## config.mk

```make
export PLATFORM = sky130hd
export DESIGN_NAME = branch_resolve_unit
export DESIGN_NICKNAME = d
export VERILOG_FILES = /design/src/rtl/cpu_pkg.sv /design/src/rtl/branch_outcome.sv /design/src/rtl/branch_resolve_unit.sv
export SDC_FILE = /design/constraint.sdc
export NUM_CORES = 1
export LEC_CHECK = 0
export ABC_CLOCK_PERIOD_IN_PS = 4850
export CAP_MARGIN = 40
export CORE_UTILIZATION = 47
export CTS_CLUSTER_DIAMETER = 150
export CTS_CLUSTER_SIZE = 10
export DETAILED_ROUTE_END_ITERATION = 7
export PLACE_DENSITY = 0.83
export SYNTH_ARGS = -nofsm -noshare
export SYNTH_HDL_FRONTEND = slang
export SYNTH_SLANG_ARGS = --single-unit
```

## constraint.sdc

```tcl
create_clock -name clk -period 4.85 [get_ports clk]
set_input_delay 0.485 -clock clk [delete_from_list [all_inputs] [get_ports clk]]
set_output_delay 0.485 -clock clk [all_outputs]
set_load 0.05 [all_outputs]
```

## src/rtl/cpu_pkg.sv

```systemverilog
// Shared CPU definitions: branch funct3 codes, resolve-unit state encoding, XLEN default.
// Latency: n/a (package only).
// Backpressure: n/a.
package cpu_pkg;

  localparam int XLEN_DEF = 32;

  localparam logic [2:0] F3_BEQ  = 3'b000;
  localparam logic [2:0] F3_BNE  = 3'b001;
  localparam logic [2:0] F3_BLT  = 3'b100;
  localparam logic [2:0] F3_BGE  = 3'b101;
  localparam logic [2:0] F3_BLTU = 3'b110;
  localparam logic [2:0] F3_BGEU = 3'b111;

  typedef enum logic {
    S_IDLE  = 1'b0,
    S_FLUSH = 1'b1
  } state_t;

endpackage

```

## src/rtl/branch_outcome.sv

```systemverilog
// Decodes taken/not-taken from comparator flags and funct3; picks comparator signedness.
// Latency: purely combinational.
// Backpressure: none; evaluated every cycle regardless of validity.
// Ports: funct3/is_jal/is_jalr/equal/less_than in; taken, sign_select, illegal out.
module branch_outcome
  import cpu_pkg::*;
(
  input  logic [2:0] funct3,
  input  logic       is_jal,
  input  logic       is_jalr,
  input  logic       equal,
  input  logic       less_than,
  output logic       taken,
  output logic       sign_select,
  output logic       illegal
);

  // Only the unsigned variants ask for an unsigned compare; jumps don't care.
  assign sign_select = ~((funct3 == F3_BLTU) | (funct3 == F3_BGEU));

  always_comb begin
    taken   = 1'b0;
    illegal = 1'b0;
    if (is_jal | is_jalr) begin
      taken = 1'b1;
    end else begin
      case (funct3)
        F3_BEQ:           taken = equal;
        F3_BNE:           taken = ~equal;
        F3_BLT, F3_BLTU:  taken = less_than;
        F3_BGE, F3_BGEU:  taken = ~less_than;
        default:          illegal = 1'b1;  // 010/011: reserved, treated as not taken
      endcase
    end
  end

endmodule

```

## src/rtl/branch_resolve_unit.sv

```systemverilog
// EX-stage branch resolver: outcome, target, mispredict redirect, flush, predictor update, stats.
// Latency: all pulses and redirect_pc registered, one cycle after accept; flush lasts FLUSH_CYCLES.
// Backpressure: stall or an active flush blocks acceptance; branches seen during flush are squashed.
// Ports: clk/rst; br_valid, stall, funct3, is_jal, is_jalr, pc, imm, rs1_data, pred_taken,
//        pred_target, equal, less_than in; sign_select, redirect_valid/pc, flush, upd_valid/
//        taken/pc, illegal_branch, branch_count, mispredict_count out.
module branch_resolve_unit
  import cpu_pkg::*;
#(
  parameter int FLUSH_CYCLES = 2,
  parameter int XLEN         = XLEN_DEF
) (
  input  logic            clk,
  input  logic            rst,
  input  logic            br_valid,
  input  logic            stall,
  input  logic [2:0]      funct3,
  input  logic            is_jal,
  input  logic            is_jalr,
  input  logic [XLEN-1:0] pc,
  input  logic [XLEN-1:0] imm,
  input  logic [XLEN-1:0] rs1_data,
  input  logic            pred_taken,
  input  logic [XLEN-1:0] pred_target,
  input  logic            equal,
  input  logic            less_than,
  output logic            sign_select,
  output logic            redirect_valid,
  output logic [XLEN-1:0] redirect_pc,
  output logic            flush,
  output logic            upd_valid,
  output logic            upd_taken,
  output logic [XLEN-1:0] upd_pc,
  output logic            illegal_branch,
  output logic [31:0]     branch_count,
  output logic [31:0]     mispredict_count
);

  localparam logic [3:0] FLUSH_LOAD = 4'(FLUSH_CYCLES);

  state_t          state, state_nxt;
  logic [3:0]      cnt, cnt_nxt;
  logic            accept;
  logic            taken;
  logic            illegal;
  logic            mispredict;
  logic [XLEN-1:0] br_target;
  logic [XLEN-1:0] jalr_sum;
  logic [XLEN-1:0] target;
  logic [XLEN-1:0] seq_pc;
  logic [XLEN-1:0] correct_pc;

  branch_outcome u_outcome (
    .funct3      (funct3),
    .is_jal      (is_jal),
    .is_jalr     (is_jalr),
    .equal       (equal),
    .less_than   (less_than),
    .taken       (taken),
    .sign_select (sign_select),
    .illegal     (illegal)
  );

  assign accept = br_valid & ~stall & (state == S_IDLE);

  // All sums wrap modulo 2^XLEN; JALR clears bit 0 of its target.
  assign br_target  = pc + imm;
  assign jalr_sum   = rs1_data + imm;
  assign target     = is_jalr ? (jalr_sum & ~XLEN'(1)) : br_target;
  assign seq_pc     = pc + XLEN'(4);
  assign correct_pc = taken ? target : seq_pc;
  assign mispredict = (taken != pred_taken) | (taken & pred_taken & (target != pred_target));

  assign flush = (state == S_FLUSH);

  always_ff @(posedge clk) begin
    if (rst) begin
      state <= S_IDLE;
      cnt   <= '0;
    end else begin
      state <= state_nxt;
      cnt   <= cnt_nxt;
    end
  end

  // cnt holds the flush cycles still to run including the current one.
  always_comb begin
    state_nxt = state;
    cnt_nxt   = cnt;
    case (state)
      S_IDLE: begin
        if (accept & mispredict) begin
          state_nxt = S_FLUSH;
          cnt_nxt   = FLUSH_LOAD;
        end
      end
      S_FLUSH: begin
        if (cnt <= 4'd1) begin
          state_nxt = S_IDLE;
          cnt_nxt   = '0;
        end else begin
          cnt_nxt = cnt - 4'd1;
        end
      end
      default: begin
        state_nxt = S_IDLE;
        cnt_nxt   = '0;
      end
    endcase
  end

  always_ff @(posedge clk) begin
    if (rst) begin
      redirect_valid   <= 1'b0;
      redirect_pc      <= '0;
      upd_valid        <= 1'b0;
      upd_taken        <= 1'b0;
      upd_pc           <= '0;
      illegal_branch   <= 1'b0;
      branch_count     <= '0;
      mispredict_count <= '0;
    end else begin
      redirect_valid <= accept & mispredict;
      upd_valid      <= accept;
      illegal_branch <= accept & illegal;
      if (accept) begin
        redirect_pc <= correct_pc;
        upd_taken   <= taken;
        upd_pc      <= pc;
        if (branch_count != 32'hFFFF_FFFF)
          branch_count <= branch_count + 32'd1;
        if (mispredict && (mispredict_count != 32'hFFFF_FFFF))
          mispredict_count <= mispredict_count + 32'd1;
      end
    end
  end

endmodule

```

==> results of run 1 <==
-- worst max-delay path: stages --
cell and delay [ps]:
clkdlybuf4s50_1 550, ha_4 240, a21o_1 180, buf_4 140, buf_4 140, a22oi_1 270
o221ai_2 210, o31a_1 340, o21a_1 200, buf_4 140, o21ai_2 170, a22oi_1 120
nor4_2 310, nand4_1 240, o41ai_4 370, buf_4 200, nor4_1 50, buf_4 160
and4_1 210, mux2_1 300
-- area by class of cell --
class | instances | share of cell area, %
Tap cell | 324 | 2.321
Sequential cell | 137 | 15.71
Clock inverter | 13 | 0.9673
Timing Repair Buffer | 538 | 27.18
Inverter | 30 | 0.6448
Clock buffer | 19 | 2.536
Multi-Input combinational cell | 1345 | 50.65
-- final timing paths --
check                    endpoint                 from  slack (ps)  depth (start not counted)
max reg2reg  mispredict_count[29]  mispredict_count[5]        1630                         13
min reg2reg       redirect_pc[11]      redirect_pc[11]         450                          2
max          mispredict_count[21]                pc[7]         110                         20
min               redirect_pc[11]      redirect_pc[11]         450                          2
-- layer usage --
layer	part of all wire, %	track usage (%)
met1	42	47.22
met2	47	59.29
met3	8.6	3.926
met4	3.3	13.07
met5	0	0
-- cell usage in the layout (no fill, tap or decap), drive strengths merged, types with 33 or more instances in the layout --
master | netlist | final
buf | 7 | 267
dfxtp | 137 | 137
nand2 | 205 | 205
a21oi | 154 | 154
o21ai | 58 | 58
a211oi | 41 | 41
ha | 67 | 67
xnor2 | 67 | 67
nor3 | 42 | 42
nor2 | 169 | 169
xor2 | 71 | 71
o211ai | 33 | 33
and3 | 46 | 46
nand3 | 65 | 65
clkdlybuf4s50 | 0 | 265
inv | 30 | 33
-- power by group through the flow --
stage,logic (µW),registers [µW],clock network (µW)
after global placement,1680,1210,0
after CTS,1720,1190,1350
after floorplan,784,1340,0
after global routing,1910,1190,1390
final,1790,1190,1340
after detailed placement,1700,1210,0
-- timing repair --
action | CTS | global route
resized for setup | 8 | 58
setup buffers | 0 | 5
setup endpoints to repair | 16 | 37
pin swaps | 0 | 20
-- through the flow --
stage          TNS, ps  cell area, µm²
2_1_floorplan        0           11790
3_3_place_gp    -14390           16530
3_5_place_dp    -15110           16530
4_1_cts              0           17180
5_1_grt         -345.1           17460
6_report             0           17460
-- kinds of logic (layout without fill, tap and decap cells) --
group	Yosys count	count (layout)	share of synthesized area, %
simple gates	680	680	27.78
mux	29	29	2.623
buf+inv	122	600	3.907
compound gates	423	423	23.53
fa+ha+maj	69	69	7.454
xor+xnor	144	144	11.44
flops	137	137	23.27
-- cell usage after synthesis, types with 15 or more instances --
library cell	n	area [µm²]
nand4_1	29	181.4
a21o_1	23	172.7
ha_1	67	838.3
xor2_1	71	621.9
nor3_1	42	210.2
o21ai_0	57	285.3
o21a_1	16	120.1
or3_1	18	112.6
nand2_1	205	769.5
nor2b_1	20	125.1
xnor2_1	67	586.8
nor4_1	15	93.84
inv_1	30	112.6
nand3_1	65	325.3
o211ai_1	33	247.7
a211oi_1	40	300.3
and3_1	46	287.8
nor2_1	169	634.4
dfxtp_1	137	2743
clkbuf_1	85	319.1
a21oi_1	154	770.7
-- state kept, by name (all words and copies together), names as in the netlist --
signal	cells
upd_pc	32
redirect_pc	32
branch_count	32
mispredict_count	32
flush	1
illegal_branch	1
cnt	4
upd_valid	1
upd_taken	1
redirect_valid	1
==> flow_summary.ini, run 1 <==
[clock_network]
ctsHtreeMaxLevel = 4
ctsHoldBuffers = 0
clk_latency_ps = 420
numClockSinks = 137
cts-buffers-inserted = 17
clock_path_buffers = 2
root_buffer = clkbuf_16
clk_transition_reported_paths_ps = 60
cts_tree = yes

[final_layout]
diodes = 0
finalNetCount = 2278
multi_input_area_um2 = 8845
post-route-util_pct = 71.39
fill_cells = 1915
instances_no_fill = 2406
syn2layout_area_growth_pct = 48.19
drive_above_1_share_pct = 17.48
seqCellArea_um2 = 2743

[placement]
port_buffers = 273
dp.cells = 2369
place_ws_ps = -537.1
dp_hpwl_um = 37090
place.gp.congestion = 1.060

[timing]
fin_skew_ps = 10.51
slew_headroom_pct = 38.21
tightest_slew_ps = 926.9
fin_ws_ps = 108.1
fin_hold_ws_ps = 454.0
hold_violations = 0
drv_slew = 0
max_clock_freq_mhz = 210.9
finalSetupViolations = 0
finalCritPeriodShare_pct = 97.77
fin_crit_ps = 4742

[pwr]
p_sw_share_pct = 35.51
vdd_ir_drop_max_uv = 236.5
power_frac_seq_pct = 27.5
power_leakage_uw = 0.007038
power.density_nw_per_um2 = 247.7
total_power_uw = 4325
comb_power_share_pct = 41.4
internal_power_uw = 2789
power_frac_clock_pct = 31.0
switching_power_uw = 1536

[global_route]
grt_pass1_wl_um = 72660
grt_pass1_vias = 13629
globalRoute.totalOverflow = 0
grtUsageTotal_pct = 35.55
grt_antenna_before_repair = 0
grt_max_degree = 95

[drt]
via_count = 14401
ant_nets = 0
drt_iter0_drc = 1365
wl_per_cell_um = 19.52
drc = 0
drt_pre_antenna_iters = 6
vias_per_cell = 5.985
wirelength_um = 46980

[synth]
syn_nets = 1813
netlist_area_um2 = 11780
avgSynthCellArea_um2 = 7.347
yosysWarnings = 0
synthArstFlopShare_pct = 0
synth_cell_types = 81
synth_edf_count = 0
synthCells = 1604
synth.ff_latch_count = 137
synth-main-ff-cell = dfxtp_1
ys_seq_area_share_pct = 23.27

[floorplan]
io-pin-count = 274
die_w_um = 160.3
initial_core_util_pct = 48.17
dieArea_um2 = 25710
placementRows = 57
fp.dieH_um = 160.3
coreArea_um2 = 24460

[flow_run]
max-cap-violations = 0

[critical_path]
critical_path_class = in -> reg
start_kind = input port
crit_arrival_ps = 5040
crit_fanout = 8
required_ps = 5150
end_kind = flip-flop

[status]
status = completed

[min_path]
hold_class = reg -> reg
Note: power is estimated with default switching activity, not from simulation.
==> inputs of run 2 (changes only) <==
Settings changed: SETUP_SLACK_MARGIN set to 0.05.
==> flow_summary.ini, run 2 (synthesized netlist as in run 1, its figures left out) <==
[timing]
slew_headroom_pct = 37.74
fin_crit_ps = 4720
rsz0062_at_grt = no
fin_skew_ps = 10.50
drv_slew = 0
max_clock_freq_mhz = 211.9
hold_violations = 0
finalSetupViolations = 0
finalCritPeriodShare_pct = 97.31
fin_hold_ws_ps = 454.1
tightest_slew_ps = 933.9

[min_path]
hold_class = reg -> reg
min_to = redirect_pc[11]
hp-start = redirect_pc[11]
hold_depth = 2

[critical_path]
end_kind = flip-flop
r2r_slack_ps = 1620
reg2reg_depth = 13
critical_path_class = in -> reg
required_ps = 5150
crit_arrival_ps = 5020
crit_fanout = 8
r2r-start = mispredict_count[5]
timing.rr.end = mispredict_count[29]
start_kind = input port

[floorplan]
dieArea_um2 = 25710
initial_core_util_pct = 48.17
die_w_um = 160.3
placementRows = 57
coreArea_um2 = 24460
fp.dieH_um = 160.3
io-pin-count = 274

[pwr]
power_frac_seq_pct = 27.5
p_sw_share_pct = 35.52
internal_power_uw = 2790
switching_power_uw = 1537
total_power_uw = 4327
vdd_ir_drop_max_uv = 237.9
power_frac_clock_pct = 31.1
power.density_nw_per_um2 = 248.1
power_leakage_uw = 0.007023
comb_power_share_pct = 41.4

[final_layout]
post-route-util_pct = 71.28
final_cell_mix = buf_4, clkdlybuf4s50_1, nand2_1
finalNetCount = 2281
instances_no_fill = 2409
diodes = 0
final_common_cell = buf_4
drive_above_1_share_pct = 17.55
syn2layout_area_growth_pct = 47.97

[clock_network]
cts_tree = yes
clk_latency_ps = 420
numClockSinks = 137
root_buffer = clkbuf_16
clock_path_buffers = 2
ctsHtreeMaxLevel = 4
cts-buffers-inserted = 17
clk_transition_reported_paths_ps = 60
ctsHoldBuffers = 0

[placement]
place.gp.congestion = 1.060
port_buffers = 273
dp.cells = 2369
dp_hpwl_um = 37090

[status]
status = completed

[drt]
wl_per_cell_um = 19.51
drt_iter0_drc = 1418
drc = 0
vias_per_cell = 5.966
wirelength_um = 47000
via_count = 14373
ant_nets = 0
drt_pre_antenna_iters = 7

[global_route]
grt_max_degree = 95
grt_pass1_vias = 13617
grt_pass1_wl_um = 72770
globalRoute.totalOverflow = 0
grt_antenna_before_repair = 0
grtUsageTotal_pct = 35.69

[flow_run]
max-cap-violations = 0
[run 2: power groups by stage]
stage,clock [µW],sequential [µW],combinational (µW)
detailed placement,0,1210,1700
CTS,1350,1190,1730
global placement,0,1210,1680
global route,1390,1190,1900
finish,1340,1190,1790
floorplan,0,1340,784
[run 2: repair_timing]
item,in CTS,in global routing
gates resized for setup,22,39
hold endpoints to repair,0,0
pin swaps,10,19
buffers inserted,2,6
setup endpoints to repair,27,37
[run 2: routing by layer]
| metal | GRT usage [%] | part of all wire [%] | vias to the layer above | wire length [µm] |
|---|---|---|---|---|
| met1 | 46.93 | 42 | 6772 | 19700 |
| met3 | 4.623 | 8.4 | 106 | 3936 |
| li1 | - | - | 6750 | - |
| met2 | 59.64 | 46 | 745 | 21740 |
| met4 | 13.03 | 3.5 | 0 | 1636 |
| met5 | 0 | 0 | - | 0 |
[run 2: cell type report]
| type | instances | area, µm² |
|---|---|---|
| sequential | 137 | 2743 |
| multi-input combinational | 1345 | 8806 |
| fill | 1929 | 7025 |
| clock inverter | 13 | 168.9 |
| tap | 324 | 405.4 |
| timing repair buffer | 541 | 4758 |
| clock buffer | 19 | 442.9 |
| inverter | 30 | 112.6 |
[run 2: through the flow]
step / area (µm²) / setup WS (ps) / TNS (ps)
detailed placement: 16530 / -537.1 / -15110
global route: 17440 / 43.01 / 0
finish: 17440 / 130.4 / 0
CTS: 17260 / 52.31 / 0
floorplan: 11790 / 78.56 / 0
global placement: 16530 / -572.8 / -14390
[run 2: how the worst max path moves through the flow]
stage,slack (ps),startpoint,endpoint,cells past startpoint
after CTS,50,imm[1],mispredict_count[14],18
after detailed placement,-540,pc[0],mispredict_count[14],20
after floorplan,80,is_jalr,mispredict_count[19],21
after global placement,-570,imm[16],mispredict_count[19],18
final,130,imm[16],mispredict_count[21],18
after global routing,40,imm[2],mispredict_count[21],21
[run 2: critical path, cell delays in order]
cell and delay [ps]:
clkdlybuf4s50_1 540, ha_1 440, buf_4 180, nand4_1 120, a2111oi_1 530, o21ai_1 230, and3_1 240, buf_4 150
xnor2_1 220, o221ai_1 200, a21oi_1 220, nand4_1 240, o41ai_4 300, buf_4 200, nor4_1 50, buf_4 160
and4_1 210, mux2_1 300
==> inputs of run 3 (changes only) <==
Settings changed: SKIP_LAST_GASP set to 1.
==> results of run 3 <==
No change in the layout: final DEF, timing and power equal those of run 2.
